==> src/rtl/acs_sched_if.sv <==
// Bundle of the scheduler's symbol input, ACS, survivor and status signals.
// master = scheduler side, slave = surrounding datapath (FIFO, ACS, traceback).
interface acs_sched_if;
  logic       start;
  logic       sym_valid;
  logic [1:0] sym_data;
  logic       sym_ready;

  logic       acs_en;
  logic [1:0] acs_state;
  logic [1:0] acs_data;
  logic [1:0] acs_addr1;
  logic [1:0] acs_addr2;
  logic [6:0] acs_pm1;
  logic [6:0] acs_pm2;
  logic [6:0] acs_pm_in;
  logic [1:0] acs_addr_in;
  logic       acs_rdy;
  logic       acs_dec;

  logic       surv_valid;
  logic [1:0] surv_state;
  logic [1:0] surv_prev;
  logic       surv_dec;

  logic       step_done;
  logic [1:0] best_state;
  logic [6:0] best_pm;
  logic       err;

  modport master (
    input  start, sym_valid, sym_data, acs_pm_in, acs_addr_in, acs_rdy, acs_dec,
    output sym_ready, acs_en, acs_state, acs_data, acs_addr1, acs_addr2,
           acs_pm1, acs_pm2, surv_valid, surv_state, surv_prev, surv_dec,
           step_done, best_state, best_pm, err
  );

  modport slave (
    output start, sym_valid, sym_data, acs_pm_in, acs_addr_in, acs_rdy, acs_dec,
    input  sym_ready, acs_en, acs_state, acs_data, acs_addr1, acs_addr2,
           acs_pm1, acs_pm2, surv_valid, surv_state, surv_prev, surv_dec,
           step_done, best_state, best_pm, err
  );
endinterface

==> src/rtl/acs_sched.sv <==
// Time-multiplexed scheduler for the shared Viterbi ACS unit (K=3, 4 states).
// One symbol per step: CALC0..CALC3 run the ACS once per state, COMMIT
// normalizes the new metrics against their minimum and stores them.

// Per-state normalization: subtract the step minimum, clamp to PM_SAT.
module acs_sched_norm #(
  parameter logic [6:0] PM_SAT = 7'd125
) (
  input  logic [6:0] pm,
  input  logic [6:0] pm_min,
  output logic [6:0] pm_out
);
  logic [6:0] diff;
  // pm_min is the minimum of the set pm belongs to, so this never underflows
  assign diff   = pm - pm_min;
  assign pm_out = (diff > PM_SAT) ? PM_SAT : diff;
endmodule

module acs_sched #(
  parameter logic [6:0] PM_INIT = 7'd32,
  parameter logic [6:0] PM_SAT  = 7'd125
) (
  input  logic       clk,
  input  logic       rst_n,
  acs_sched_if.master bus
);
  localparam int NUM_ST = 4;
  localparam logic [NUM_ST-1:0][6:0] PM_RESET = {PM_INIT, PM_INIT, PM_INIT, 7'd0};

  typedef enum logic [2:0] {IDLE, CALC0, CALC1, CALC2, CALC3, COMMIT} st_t;

  st_t                     state_q, state_d;
  logic [1:0]              sym_q;
  logic [NUM_ST-1:0][6:0]  old_pm;
  logic [NUM_ST-1:0][6:0]  new_pm;
  logic [NUM_ST-1:0][6:0]  norm_pm;
  logic                    err_q;
  logic [1:0]              best_state_q;
  logic [6:0]              best_pm_q;

  logic                    is_calc;
  logic [1:0]              k;
  logic [1:0]              min_idx;
  logic [6:0]              min_pm;

  // Decode which trellis state the current CALC cycle serves
  always_comb begin
    is_calc = 1'b1;
    k       = 2'd0;
    case (state_q)
      CALC0:   k = 2'd0;
      CALC1:   k = 2'd1;
      CALC2:   k = 2'd2;
      CALC3:   k = 2'd3;
      default: is_calc = 1'b0;
    endcase
  end

  // Lowest new metric; strict compare keeps the lower index on ties
  always_comb begin
    min_idx = 2'd0;
    min_pm  = new_pm[0];
    for (int i = 1; i < NUM_ST; i++) begin
      if (new_pm[i] < min_pm) begin
        min_idx = 2'(i);
        min_pm  = new_pm[i];
      end
    end
  end

  for (genvar g = 0; g < NUM_ST; g++) begin : g_norm
    acs_sched_norm #(.PM_SAT(PM_SAT)) u_norm (
      .pm     (new_pm[g]),
      .pm_min (min_pm),
      .pm_out (norm_pm[g])
    );
  end

  // Next state and all combinational outputs; ACS/survivor buses idle at 0
  always_comb begin
    state_d        = state_q;
    bus.sym_ready  = 1'b0;
    bus.acs_en     = 1'b0;
    bus.acs_state  = 2'd0;
    bus.acs_data   = 2'd0;
    bus.acs_addr1  = 2'd0;
    bus.acs_addr2  = 2'd0;
    bus.acs_pm1    = 7'd0;
    bus.acs_pm2    = 7'd0;
    bus.surv_valid = 1'b0;
    bus.surv_state = 2'd0;
    bus.surv_prev  = 2'd0;
    bus.surv_dec   = 1'b0;
    bus.step_done  = 1'b0;
    if (is_calc) begin
      // predecessors of state k are {k[0],0} and {k[0],1}
      bus.acs_en     = 1'b1;
      bus.acs_state  = k;
      bus.acs_data   = sym_q;
      bus.acs_addr1  = {k[0], 1'b0};
      bus.acs_addr2  = {k[0], 1'b1};
      bus.acs_pm1    = old_pm[{k[0], 1'b0}];
      bus.acs_pm2    = old_pm[{k[0], 1'b1}];
      bus.surv_valid = 1'b1;
      bus.surv_state = k;
      bus.surv_prev  = bus.acs_addr_in;
      bus.surv_dec   = bus.acs_dec;
      state_d        = (k == 2'd3) ? COMMIT : st_t'(state_q + 3'd1);
    end else if (state_q == COMMIT) begin
      bus.step_done = 1'b1;
      state_d       = IDLE;
    end else begin
      // start wins over a simultaneous symbol, so hide ready while it is up
      bus.sym_ready = !bus.start;
      if (!bus.start && bus.sym_valid) state_d = CALC0;
    end
  end

  // State, symbol latch, metric banks, sticky error and best-state report
  always_ff @(posedge clk or negedge rst_n) begin
    if (!rst_n) begin
      state_q      <= IDLE;
      sym_q        <= 2'd0;
      old_pm       <= PM_RESET;
      new_pm       <= '0;
      err_q        <= 1'b0;
      best_state_q <= 2'd0;
      best_pm_q    <= 7'd0;
    end else begin
      state_q <= state_d;
      if (is_calc) begin
        new_pm[k] <= bus.acs_pm_in;
        if (!bus.acs_rdy) err_q <= 1'b1;
      end else if (state_q == COMMIT) begin
        old_pm       <= norm_pm;
        best_state_q <= min_idx;
        best_pm_q    <= min_pm;
      end else if (bus.start) begin
        old_pm <= PM_RESET;
        err_q  <= 1'b0;
      end else if (bus.sym_valid) begin
        sym_q <= bus.sym_data;
      end
    end
  end

  assign bus.err        = err_q;
  assign bus.best_state = best_state_q;
  assign bus.best_pm    = best_pm_q;
endmodule

==> src/flat_wrapper.sv <==
// flat-port wrapper written by rule: the top's interface ports become plain ports
module acs_sched_flat 
#(
  parameter logic [6:0] PM_INIT = 7'd32,
  parameter logic [6:0] PM_SAT  = 7'd125
)
  (clk, rst_n, bus_start, bus_sym_valid, bus_sym_data, bus_acs_pm_in, bus_acs_addr_in, bus_acs_rdy, bus_acs_dec, bus_sym_ready, bus_acs_en, bus_acs_state, bus_acs_data, bus_acs_addr1, bus_acs_addr2, bus_acs_pm1, bus_acs_pm2, bus_surv_valid, bus_surv_state, bus_surv_prev, bus_surv_dec, bus_step_done, bus_best_state, bus_best_pm, bus_err);
  acs_sched_if bus_i ();
  input  logic clk;
  input  logic rst_n;
  input wire logic [$bits(bus_i.start)-1:0] bus_start;
  input wire logic [$bits(bus_i.sym_valid)-1:0] bus_sym_valid;
  input wire logic [$bits(bus_i.sym_data)-1:0] bus_sym_data;
  input wire logic [$bits(bus_i.acs_pm_in)-1:0] bus_acs_pm_in;
  input wire logic [$bits(bus_i.acs_addr_in)-1:0] bus_acs_addr_in;
  input wire logic [$bits(bus_i.acs_rdy)-1:0] bus_acs_rdy;
  input wire logic [$bits(bus_i.acs_dec)-1:0] bus_acs_dec;
  output wire logic [$bits(bus_i.sym_ready)-1:0] bus_sym_ready;
  output wire logic [$bits(bus_i.acs_en)-1:0] bus_acs_en;
  output wire logic [$bits(bus_i.acs_state)-1:0] bus_acs_state;
  output wire logic [$bits(bus_i.acs_data)-1:0] bus_acs_data;
  output wire logic [$bits(bus_i.acs_addr1)-1:0] bus_acs_addr1;
  output wire logic [$bits(bus_i.acs_addr2)-1:0] bus_acs_addr2;
  output wire logic [$bits(bus_i.acs_pm1)-1:0] bus_acs_pm1;
  output wire logic [$bits(bus_i.acs_pm2)-1:0] bus_acs_pm2;
  output wire logic [$bits(bus_i.surv_valid)-1:0] bus_surv_valid;
  output wire logic [$bits(bus_i.surv_state)-1:0] bus_surv_state;
  output wire logic [$bits(bus_i.surv_prev)-1:0] bus_surv_prev;
  output wire logic [$bits(bus_i.surv_dec)-1:0] bus_surv_dec;
  output wire logic [$bits(bus_i.step_done)-1:0] bus_step_done;
  output wire logic [$bits(bus_i.best_state)-1:0] bus_best_state;
  output wire logic [$bits(bus_i.best_pm)-1:0] bus_best_pm;
  output wire logic [$bits(bus_i.err)-1:0] bus_err;
  assign bus_i.start = bus_start;
  assign bus_i.sym_valid = bus_sym_valid;
  assign bus_i.sym_data = bus_sym_data;
  assign bus_i.acs_pm_in = bus_acs_pm_in;
  assign bus_i.acs_addr_in = bus_acs_addr_in;
  assign bus_i.acs_rdy = bus_acs_rdy;
  assign bus_i.acs_dec = bus_acs_dec;
  assign bus_sym_ready = bus_i.sym_ready;
  assign bus_acs_en = bus_i.acs_en;
  assign bus_acs_state = bus_i.acs_state;
  assign bus_acs_data = bus_i.acs_data;
  assign bus_acs_addr1 = bus_i.acs_addr1;
  assign bus_acs_addr2 = bus_i.acs_addr2;
  assign bus_acs_pm1 = bus_i.acs_pm1;
  assign bus_acs_pm2 = bus_i.acs_pm2;
  assign bus_surv_valid = bus_i.surv_valid;
  assign bus_surv_state = bus_i.surv_state;
  assign bus_surv_prev = bus_i.surv_prev;
  assign bus_surv_dec = bus_i.surv_dec;
  assign bus_step_done = bus_i.step_done;
  assign bus_best_state = bus_i.best_state;
  assign bus_best_pm = bus_i.best_pm;
  assign bus_err = bus_i.err;
  acs_sched #(.PM_INIT(PM_INIT), .PM_SAT(PM_SAT)) u_core (.clk(clk), .rst_n(rst_n), .bus(bus_i));
endmodule
==> config.mk <==
export PLATFORM = sky130hd
export DESIGN_NAME = acs_sched_flat
export DESIGN_NICKNAME = d
export VERILOG_FILES = /design/src/rtl/acs_sched_if.sv /design/src/rtl/acs_sched.sv /design/src/flat_wrapper.sv
export SDC_FILE = /design/constraint.sdc
export NUM_CORES = 1
export LEC_CHECK = 0
export ABC_AREA = 0
export BUFFER_PORTS_ARGS = -buffer_cell sky130_fd_sc_hd__buf_2
export CAP_MARGIN = 30
export CORE_UTILIZATION = 28
export DETAILED_ROUTE_END_ITERATION = 10
export GPL_TIMING_DRIVEN = 0
export PLACE_DENSITY = 0.52
export SYNTH_ARGS = -nofsm -noshare
export SYNTH_HDL_FRONTEND = slang
export SYNTH_SLANG_ARGS = --single-unit
==> constraint.sdc <==
create_clock -name clk -period 14.3 [get_ports clk]
set_input_delay 1.43 -clock clk [delete_from_list [all_inputs] [get_ports clk]]
set_output_delay 1.43 -clock clk [all_outputs]
set_load 0.02 [all_outputs]
==> metrics.md <==
| Metric | Value |
|---|---|
| Outcome | finished clean |
| Router iterations before antenna repair | 5 |
| Headroom to the max-slew limit | 0.5165 |
| WP data required | approximately 15 ns |
| Mapped Area | 5401 sq um |
| CTS sink cnt | 71 |
| Final net count | 758 |
| Routed vias/inst | 4.930 |
| DRT antenna net count | 0 |
| Row cnt | 50 |
| Critical Path AT | 9.94 ns |
| Final Cycle Share | 0.6790 |
| Die Wd | 140.9 um |
| Critical path depth in cells | 39 |
| Critical Path Max Stage Delay | 0.52 ns |
| Root Buffer | clkbuf_16 |
| Core area | 18830 sq um |
| Total of max-cap violations | 0 |
| Total GRT Usage | 0.1715 |
| FFs w/ async S/R, synth | 1.000 |
| I/O pins | 58 |
| Clk_lat worst skew | 0.34 ns |
| Number of hold violations in the final report | 0 |
| Slew of the pin with the lowest slew margin | around 0.72 ns |
| R2R Setup Slk | 4.59 ns |
| Yosys reg bits | 71 |
| CP Max Fanout | 10 |
| Synth Net Count | slightly below 700 |
| Cell repeated most along the worst path | ha_1 |
| Initial Util | 0.2868 |
| H-tree depth | 3 |
| Syn. warnings | 0 |
| Layout area overhead | 16.66% |
| Post-synth EDFFs | 0 |
| TNS Setup | 0 ns |
| CP endpoint kind | register |
| Ys flop type | dfrtp_1 |
| CTS Buffer Depth | 2 |
| Setup Viol. Count Final | 0 |
| Vias in the first global route | 4626 |
| Fmax achieved | 103.0 MHz |
| Final WL | ~16000 um |
| HP Start | u_core.bus.best_pm[0] |
| Clk slew on worst S/H paths | 0.06 ns |
| GR Overflow Total | 0 |
| Post-Synthesis Cells | 648 |
| Final Max Tran Viols | 0 |
| RSZ-0062 raised after global routing | false |
| First-pass GRT wire length | ~26000 um |
| RR Startpoint | u_core.new_pm[4] |
| Area of the die | 19850 sq um |
| Wirelength per Cell | 16.44 um |
| Share of layout cells above drive strength 1 | 0.1706 |
| DRC | 0 |
| ANT cells | 0 |
| Hold path depth | 2 |
| Setup CP Type | register to register |
| Hold Path Class | register to register |
| CTS resizes | 0 |
| CTS tree | done |
| Seq/Total Area, Yosys | 0.3296 |
| FF-to-FF End | u_core.old_pm[8] |
| DR vias | 4836 |
| Gpl congestion | 0.8415 |
| Initial antenna violation count | 0 |
| Syn avg cell area | approximately 8.3 sq um |
| Final HPWL DP | 12990 um |
| CTS Buf Count | 9 |
| DR iter-0 viols | between 150 and 200 |
| Fillers | around 2000 |
| Worst clock skew | 0.006137 ns |
| PortBufs | 56 |
| Setup crit start kind | register |
| Setup bufs post-CTS | 0 |
| Slowest cell on crit path | or4b_1 |
| Buf+Inv Stages, Crit Path | 9 |
| Largest net degree at the start of global routing | 43 |
| Die Span Y | 140.9 um |
| Post-CTS Hold Fix Bufs | 0 |
| Worst Reg-to-Reg Cells | 39 |
| Clock period minus worst slack | 9.709 ns |
| Hold Path End | u_core.bus.best_pm[0] |
| Worst path top cell family by delay | compound AO/OA/AOI/OAI gates |
| Distinct cell type count after synthesis | 81 |
kinds of logic after synthesis:
family                   count (synthesis)  synth area share
multiplexers                            20           0.04193
buffers and inverters                   80           0.06486
XOR/XNOR                                44           0.07135
flip-flops                              71            0.3296
AND/OR/NAND/NOR                        208            0.1744
AO/OA/AOI/OAI                          182            0.2277
other                                    1         0.0006943
adder cells (fa/ha/maj)                 42           0.08941
routing by layer:
metal | track usage | vias up | share of wire
li1 | - | 2410 | -
met1 | 0.2349 | 2276 | 0.49
met2 | 0.2757 | 133 | 0.45
met3 | 0.02819 | 17 | 0.044
met4 | 0.05263 | 0 | 0.015
met5 | 0 | - | 0
registers in the layout, summed over array words and instances (netlist names):
| register | flops |
|---|---|
| u_core.old_pm | 28 |
| u_core.sym_q | 2 |
| u_core.bus.best_state | 2 |
| u_core.new_pm | 28 |
| u_core.state_q | 3 |
| u_core.bus.err | 1 |
| u_core.bus.best_pm | 7 |
worst register-to-register path, delay by kind of cell, from the launching register on:
family	cells	cell delay, ns
fa+ha+maj	7	2.16
flops	1	0.33
compound gates	14	2.93
buf+inv	9	2.12
simple gates	9	2.02
Yosys cell counts (all sizes together), types with 5 or more instances:
master  number  area, sq um
nand2      107        404.1
dfrtp       68         1702
o21ai       60        300.3
nor2        45        178.9
a21oi       41        209.0
inv         36        135.1
xnor2       36        315.3
clkbuf      27        101.4
ha          24        300.3
maj3        18        182.7
buf         16        110.1
nor3        15        80.08
a22o        13        113.9
mux2        12        142.6
o211ai       9        81.33
mux2i        8        83.83
xor2         8        70.07
a211oi       7        77.58
nor2b        7        43.79
o22ai        7        43.79
a21o         6        45.04
nand3        6        42.54
a31oi        5        46.29
final cells by class:
type	instances	area, sq um	area share
flip-flops and latches	71	1780	0.2826
well taps	260	325.3	0.05163
multi-input cells	497	3271	0.5191
clock buffers	12	246.5	0.03912
repair buffers	58	307.8	0.04885
plain buffers	43	211.5	0.03356
inverters	37	138.9	0.02204
clock inverters	3	20.02	0.003177
per-stage QoR:
step | hold slack [ns] | setup WS [ns] | instance area, sq um | cells | util
after floorplan | 0.4497 | 6.158 | 5401 | 648 | -
after global placement | 0.4607 | 4.660 | 6007 | 964 | 0.3190
after detailed placement | 0.4619 | 4.631 | 6035 | 966 | 0.3205
after CTS | 0.4752 | 4.591 | 6301 | 981 | 0.3346
after global routing | 0.5114 | 3.861 | 6301 | 981 | 0.3346
final | 0.4701 | 4.591 | 6301 | 981 | 0.3346
worst max path at each step:
stage / endpoint / slack (ns) / start
3_3_place_gp: u_core.old_pm[8] / 4.66 / u_core.new_pm[4]
6_report: u_core.old_pm[8] / 4.59 / u_core.new_pm[4]
5_1_grt: u_core.old_pm[8] / 3.86 / u_core.new_pm[4]
4_1_cts: u_core.old_pm[8] / 4.59 / u_core.new_pm[4]
3_5_place_dp: u_core.old_pm[8] / 4.63 / u_core.new_pm[4]
2_1_floorplan: u_core.old_pm[8] / 6.16 / u_core.new_pm[4]
placed cells by master, fill, tap and decap left out, types with 7 or more instances in the layout:
cell type / instances
dfrtp_1: 68
a21oi_1: 40
a22o_1: 13
clkbuf_16: 9
buf_2: 60
inv_1: 35
nor3_1: 14
xnor2_1: 36
maj3_1: 16
clkbuf_1: 29
nor2_1: 43
o211ai_1: 8
nor2b_1: 7
nand2_1: 106
o22ai_1: 7
buf_4: 11
mux2_2: 9
mux2i_1: 7
ha_1: 24
xor2_1: 8
o21ai_0: 59
Power is not shown: default switching activity piles up to over one toggle a cycle in this logic, so the estimate is an artifact.
